**src/rtl/fifo_rd_adapter.sv**
```systemverilog
// Read-side adapter: pops a registered-read FIFO and streams the
// words out on valid/ready through a 2-entry ring buffer.
`timescale 1ns/1ps
module fifo_rd_adapter #(
  parameter int DATA_WIDTH = 8,
  parameter int CNT_WIDTH  = 16
) (
  input  logic                  clk,
  input  logic                  rst,
  output logic                  fifo_rd_en,
  input  logic [DATA_WIDTH-1:0] fifo_rd_data,
  input  logic                  fifo_empty,
  input  logic                  flush,
  output logic                  m_valid,
  output logic [DATA_WIDTH-1:0] m_data,
  input  logic                  m_ready,
  output logic [CNT_WIDTH-1:0]  xfer_count
);

  logic [DATA_WIDTH-1:0] mem_q [2];
  logic [DATA_WIDTH-1:0] mem_d [2];
  logic                  wr_ptr_q, wr_ptr_d;
  logic                  rd_ptr_q, rd_ptr_d;
  logic [1:0]            occ_q, occ_d;
  logic                  inflight_q, inflight_d;
  logic                  discard_q, discard_d;
  logic [CNT_WIDTH-1:0]  xfer_q, xfer_d;

  logic       pop;
  logic       capture;
  logic       credit;
  logic [2:0] pending;

  assign m_valid    = (occ_q != 2'd0);
  assign m_data     = mem_q[rd_ptr_q];
  assign xfer_count = xfer_q;
  assign pop        = m_valid & m_ready;

  // Words owed to the buffer: stored ones plus the one on the bus.
  assign pending = {1'b0, occ_q} + {2'b00, inflight_q};
  assign credit  = pending < (3'd2 + {2'b00, pop});

  assign fifo_rd_en = rst & ~flush & ~fifo_empty & credit;
  assign capture    = inflight_q & ~discard_q & ~flush;

  always_comb begin
    mem_d      = mem_q;
    wr_ptr_d   = wr_ptr_q;
    rd_ptr_d   = rd_ptr_q;
    occ_d      = occ_q;
    inflight_d = fifo_rd_en;
    discard_d  = discard_q;
    xfer_d     = xfer_q;

    if (inflight_q && discard_q) begin
      discard_d = 1'b0;
    end
    if (capture) begin
      mem_d[wr_ptr_q] = fifo_rd_data;
      wr_ptr_d        = ~wr_ptr_q;
    end
    if (pop) begin
      rd_ptr_d = ~rd_ptr_q;
      xfer_d   = xfer_q + CNT_WIDTH'(1);
    end
    occ_d = occ_q + 2'(capture) - 2'(pop);

    // A pop in the flush cycle still counts; everything else drops.
    if (flush) begin
      occ_d      = 2'd0;
      wr_ptr_d   = 1'b0;
      rd_ptr_d   = 1'b0;
      inflight_d = 1'b0;
    end
  end

  always_ff @(posedge clk or negedge rst) begin
    if (!rst) begin
      mem_q[0]   <= '0;
      mem_q[1]   <= '0;
      wr_ptr_q   <= 1'b0;
      rd_ptr_q   <= 1'b0;
      occ_q      <= 2'd0;
      inflight_q <= 1'b0;
      discard_q  <= 1'b0;
      xfer_q     <= '0;
    end else begin
      mem_q[0]   <= mem_d[0];
      mem_q[1]   <= mem_d[1];
      wr_ptr_q   <= wr_ptr_d;
      rd_ptr_q   <= rd_ptr_d;
      occ_q      <= occ_d;
      inflight_q <= inflight_d;
      discard_q  <= discard_d;
      xfer_q     <= xfer_d;
    end
  end

endmodule

```
**config.mk**
```make
export PLATFORM = sky130hd
export DESIGN_NAME = fifo_rd_adapter
export DESIGN_NICKNAME = d
export VERILOG_FILES = /design/src/rtl/fifo_rd_adapter.sv
export SDC_FILE = /design/constraint.sdc
export NUM_CORES = 1
export LEC_CHECK = 0
export CAP_MARGIN = 20
export CORE_MARGIN = 8
export CORE_UTILIZATION = 49
export CTS_CLUSTER_DIAMETER = 80
export DETAILED_ROUTE_END_ITERATION = 10
export GPL_TIMING_DRIVEN = 0
export PLACE_DENSITY = 0.88
export SYNTH_ARGS = -nofsm -noshare
export SYNTH_HDL_FRONTEND = slang
export SYNTH_SLANG_ARGS = --single-unit
```
**constraint.sdc**
```tcl
create_clock -name clk -period 1.78 [get_ports clk]
set_input_delay 0.356 -clock clk [delete_from_list [all_inputs] [get_ports clk]]
set_output_delay 0.356 -clock clk [all_outputs]
set_load 0.03 [all_outputs]
```
=== After elaboration in Yosys (flattened, before gate mapping) ===
Index checks and enable logic that the tools add are counted.
Widths: inputs -> output; s select.

* Word-level logic and storage cells: 43
* Output and inout port bits: 26
* Input port bits: 13
* Bits in registers: 37

* Add/subtract/negate cells: 5
* Muxes and demuxes: 12
* Order comparisons: 4
* Bitwise operators: 11
* Reduce and logical (&&, ||, !) cells: 4

{| class="wikitable"
|+ Operator list
! kind !! count
|-
| $mux 8 || 4
|-
| $add 16x1->16 const B || 1
|-
| $bwmux 16 || 1
|-
| $demux 8 s1 || 1
|-
| $reduce_bool 2->1 || 3
|-
| $and 1x1->1 || 5
|-
| $mux 1 || 5
|-
| $ge 2x2->1 const B || 2
|-
| $not 1->1 || 4
|-
| $not 1->2 || 2
|-
| $add 2x1->3 || 1
|-
| $add 2x1->3 const A || 1
|-
| $lt 3x3->1 || 1
|-
| $add 2x1->2 || 1
|-
| $lt 2x1->1 const B || 1
|-
| $mux 2 || 1
|-
| $sub 2x1->2 || 1
|-
| $logic_and 1x1->1 || 1
|}

=== Depth between registers and ports, before layout ===
* Depth after elaboration: 6
* Mapped depth: 7

=== Worst setup path before layout ===
No wires, ideal clock.

* Path type: reg-to-output
* Start point: register inflight_q
* End point: output fifo_rd_en
* Required time: 1.424 ns
* Arrival: 1.329 ns
* Slack: 0.095 ns
* Cell stages (with the launch flop): 5
* Cells stage by stage: dfrtp_1 -> ha_1 -> ha_1 -> o21ai_0 -> and4b_1

* Longest elaborated chain between the ends: 3

{| class="wikitable"
|+ Ends and longest elaborated chain
! item !! RTL line !! RTL
|-
| start, declared || 25 || <nowiki>logic inflight_q, inflight_d;</nowiki>
|-
| start signal, assigned || 93 || <nowiki>inflight_q <= inflight_d;</nowiki>
|-
| $add 2x1->3 || 40 || <nowiki>assign pending = {1'b0, occ_q} + {2'b00, inflight_q};</nowiki>
|-
| $lt 3x3->1 || 41 || <nowiki>assign credit = pending < (3'd2 + {2'b00, pop});</nowiki>
|-
| $and 1x1->1 || 43 || <nowiki>assign fifo_rd_en = rst & ~flush & ~fifo_empty & credit;</nowiki>
|-
| end, declared || 10 || <nowiki>output logic fifo_rd_en,</nowiki>
|}

Every way passes these cells.

=== Worst setup path in the final report ===
* Start point: register occ_q[0]
* End point: output fifo_rd_en

* Longest elaborated chain between the ends: 5

{| class="wikitable"
|+ Ends and longest elaborated chain
! item !! RTL line !! RTL
|-
| start, declared || 24 || <nowiki>logic [1:0] occ_q, occ_d;</nowiki>
|-
| start signal, assigned || 83 || <nowiki>occ_q <= 2'd0;</nowiki>
|-
| start signal, assigned || 92 || <nowiki>occ_q <= occ_d;</nowiki>
|-
| $reduce_bool 2->1 || 34 || <nowiki>assign m_valid = (occ_q != 2'd0);</nowiki>
|-
| $and 1x1->1 || 37 || <nowiki>assign pop = m_valid & m_ready;</nowiki>
|-
| $add 2x1->3 || 41 ||
|-
| $lt 3x3->1 (*) || 41 ||
|-
| $and 1x1->1 (*) || 43 ||
|}

Every way passes the cells marked *; elsewhere a longest branch is shown, timed or not.

==> summary.md <==
| Metric | Value |
|---|---|
| Outcome | `finished with violations` |
| Failing checks | `negative setup slack` |
| Worst R2R Path Depth | `8` |
| Final setup margin | `-0.153 ns` |
| Yosys reg bits | `37` |
| Post-synthesis cell area | `1690 µm²` |
| Ys async rst share | `100%` |
| Primary FF master, synth | `dfrtp_1` |
| Slew Viols, Final | `0` |
| Via count | `1,157` |
| Maxcap violations | `0` |
| Gr usage total | `14.0%` |
| Die Width | `74.7 µm` |
| Post-DP HPWL | `2.53 mm` |
| Power, Total | `0.00288 W` |
| Avg Cell Area, Syn | `13.4 µm²` |
| Max VDD drop | `0.835 mV` |
| TritonCTS clock tree | `done` |
| Largest net degree at the start of global routing | `40` |
| Vias in the first global route | `1,233` |
| Most common cell after layout, fill and taps aside | `dfrtp_1` |
| Core outline area | `3310 µm²` |
| Fin. Hold Viols | `0` |
| Critical R2R Capture | `occ_q[0]$_DFF_PN0_` |
| Initial antenna violation count | `0` |
| Synth warnings | `0` |
| Worst r2r src | `occ_q[0]$_DFF_PN0_` |
| Number of synthesized flops with an enable pin | `0` |
| Rows | `21` |
| Vias per cell | `5.19` |
| DP Cell Count | `210` |
| Antenna viol nets, final | `0` |
| Post-route cell area | `2210 µm²` |
| Cts bufs inserted | `5` |
| Number of I/O pins | `39` |
| Syn Nets | `144` |
| Die height | `74.7 µm` |
| Reg2reg setup slack | `-0.02 ns` |
| Worst hold path type | `in2async` |
| Endpoint class of the critical path | `primary output` |
| Worst-Skew Late Latency | `0.34 ns` |
| Setup violators final | `3` |
| Register area share after synthesis | `54.9%` |
| CTS Buffer Depth | `2` |
| 1st-iter DRT viols | `39` |
| Startpoint Class | `flop` |
| Post-synth top area cell | `dfrtp_1` |
| Starting Density | `51.0%` |
| GRT overflow | `0` |
| Area grow syn2layout | `31.2%` |
| Root Driver | `clkbuf_4` |
| Critical path arrival | `1.58 ns` |
| DRT Pass-1 Iters | `4` |
| Crit Path Max Fanout | `2` |
| Syn Inst Count | `126` |
| First-pass GRT wire length | `5.77 mm` |
| Clock Sinks | `37` |
| Clk pin slew, worst setup/hold paths | `0.10 ns` |
| Avg WL per Cell | `15.9 µm` |
| Unrepaired setup endpoints after global routing | `true` |
| Most frequent cells in the layout | `35 x dfrtp_1, 25 x mux2_2, 15 x xnor2_1, 15 x dlygate4sd2_1, 12 x clkdlybuf4s50_1` |
| Worst hold slack | `0.101 ns` |
| Top-area cell type share of the netlist area | `54.9%` |
| GP Congestion | `0.738` |
| Worst Tran Pin Value | `0.827 ns` |
| P per Cell Area | `1300 nW/µm²` |
| Hold Buf Count CTS | `0` |
| Placed Instance Area | `2120 µm²` |
| Fillers | `270` |
| Non-filler instance count after layout | `223` |
| Drc violations | `0` |
| Port buffer count | `38` |
| Die area | `5580 µm²` |
| Final WL | `3.56 mm` |
| Critical path type | `reg2out` |
| Fmax | `517 MHz` |
| Clock Skews | `0.00694 ns` |
| CTS H-Tree Depth | `2` |
| Slew Limit Headroom | `44.9%` |
| Fraction of layout cells with a size suffix above 1 | `35.0%` |
| Critical path required time | `1.42 ns` |
| Synth cell types | `24` |
| Leakage | `1.09 nW` |
| Final Critical Period | `1.93 ns` |
| Final Cycle Share | `109%` |
| Diode count | `0` |
| Top cells by area, synth | `dfrtp_1 55%, mux2_2 17%, xnor2_1 7.8%, ha_1 3.7%, xor2_1 2.1%` |
| Final #Nets | `196` |
flip-flops by register name, indices dropped and copies added (netlist names):
| signal | count |
|---|---|
| inflight_q | 1 |
| mem_q | 16 |
| occ_q | 2 |
| rd_ptr_q | 1 |
| wr_ptr_q | 1 |
| xfer_count | 16 |
timing repair:
action | 4_1_cts | 5_1_grt
cloned | 0 | 1
pin swaps | 3 | 2
resized for setup | 80 | 4
setup buffers | 4 | 2
setup endpoints to repair | 27 | 5
cell type report:
| class | count | area (µm²) | share of cell area, % |
|---|---|---|---|
| multi-input cells | 86 | 786 | 35.5 |
| inverters | 2 | 7.51 | 0.339 |
| plain buffers | 1 | 11.3 | 0.508 |
| repair buffers | 45 | 382 | 17.2 |
| well taps | 46 | 57.6 | 2.60 |
| clock inverters | 1 | 5.00 | 0.226 |
| clock buffers | 5 | 37.5 | 1.69 |
| flip-flops and latches | 37 | 928 | 41.9 |
cells by family (layout without fill, tap and decap cells):
family / after synthesis / in the layout / synth area share [%]
XOR/XNOR: 19 / 19 / 9.86
buffers and inverters: 3 / 54 / 0.741
AND/OR/NAND/NOR: 34 / 34 / 12.9
AO/OA/AOI/OAI: 3 / 3 / 1.26
adder cells (fa/ha/maj): 5 / 5 / 3.71
flip-flops: 37 / 37 / 54.9
multiplexers: 25 / 25 / 16.7
through the flow:
step           setup TNS, ns  setup WS (ns)  util [%]
4_1_cts               -0.230         -0.174      66.0
2_1_floorplan              0         0.0953         -
3_3_place_gp          -21.45          -1.59      64.2
3_5_place_dp           -4.01         -0.700      64.1
6_report              -0.217         -0.153      66.9
5_1_grt               -0.502         -0.228      66.9
cell usage after synthesis (2+ instances only):
| master | instances |
|---|---|
| nor2_1 | 7 |
| dfrtp_1 | 37 |
| xnor2_1 | 15 |
| inv_1 | 2 |
| nor2_2 | 2 |
| nand3_1 | 3 |
| nand4_1 | 5 |
| and4b_1 | 2 |
| mux2_2 | 25 |
| ha_1 | 5 |
| xor2_1 | 4 |
| nand2_1 | 7 |
metal layers:
metal	share of wire (%)	vias up	global-route usage (%)
li1	-	543	-
met1	40	573	15.4
met2	50	36	23.1
met3	7.7	5	5.33
met4	1.8	0	6.74
met5	0	-	0
power by group:
part           switching, W  leakage [nW]  internal, W
clock              0.000258        0.0269     0.000137
combinational      0.000696         0.576     0.000595
sequential         0.000163         0.486      0.00103
total               0.00112          1.09      0.00177
worst max-delay path, stage by stage (launching register included):
cell and delay [ns]:
dfrtp_2 0.44, ha_4 0.17, ha_4 0.26, o21ai_2 0.05
and4b_1 0.19, buf_6 0.14
worst max path at each step:
| stage | start | to | slack (ns) | cells past startpoint |
|---|---|---|---|---|
| 2_1_floorplan | inflight_q$_DFF_PN0_ | fifo_rd_en | 0.1 | 4 |
| 3_3_place_gp | rst | fifo_rd_en | -1.59 | 3 |
| 3_5_place_dp | m_ready | fifo_rd_en | -0.70 | 5 |
| 4_1_cts | inflight_q$_DFF_PN0_ | fifo_rd_en | -0.17 | 5 |
| 5_1_grt | inflight_q$_DFF_PN0_ | fifo_rd_en | -0.23 | 5 |
| 6_report | occ_q[0]$_DFF_PN0_ | fifo_rd_en | -0.15 | 5 |
No activity file was read; power rests on OpenSTA's default activity.
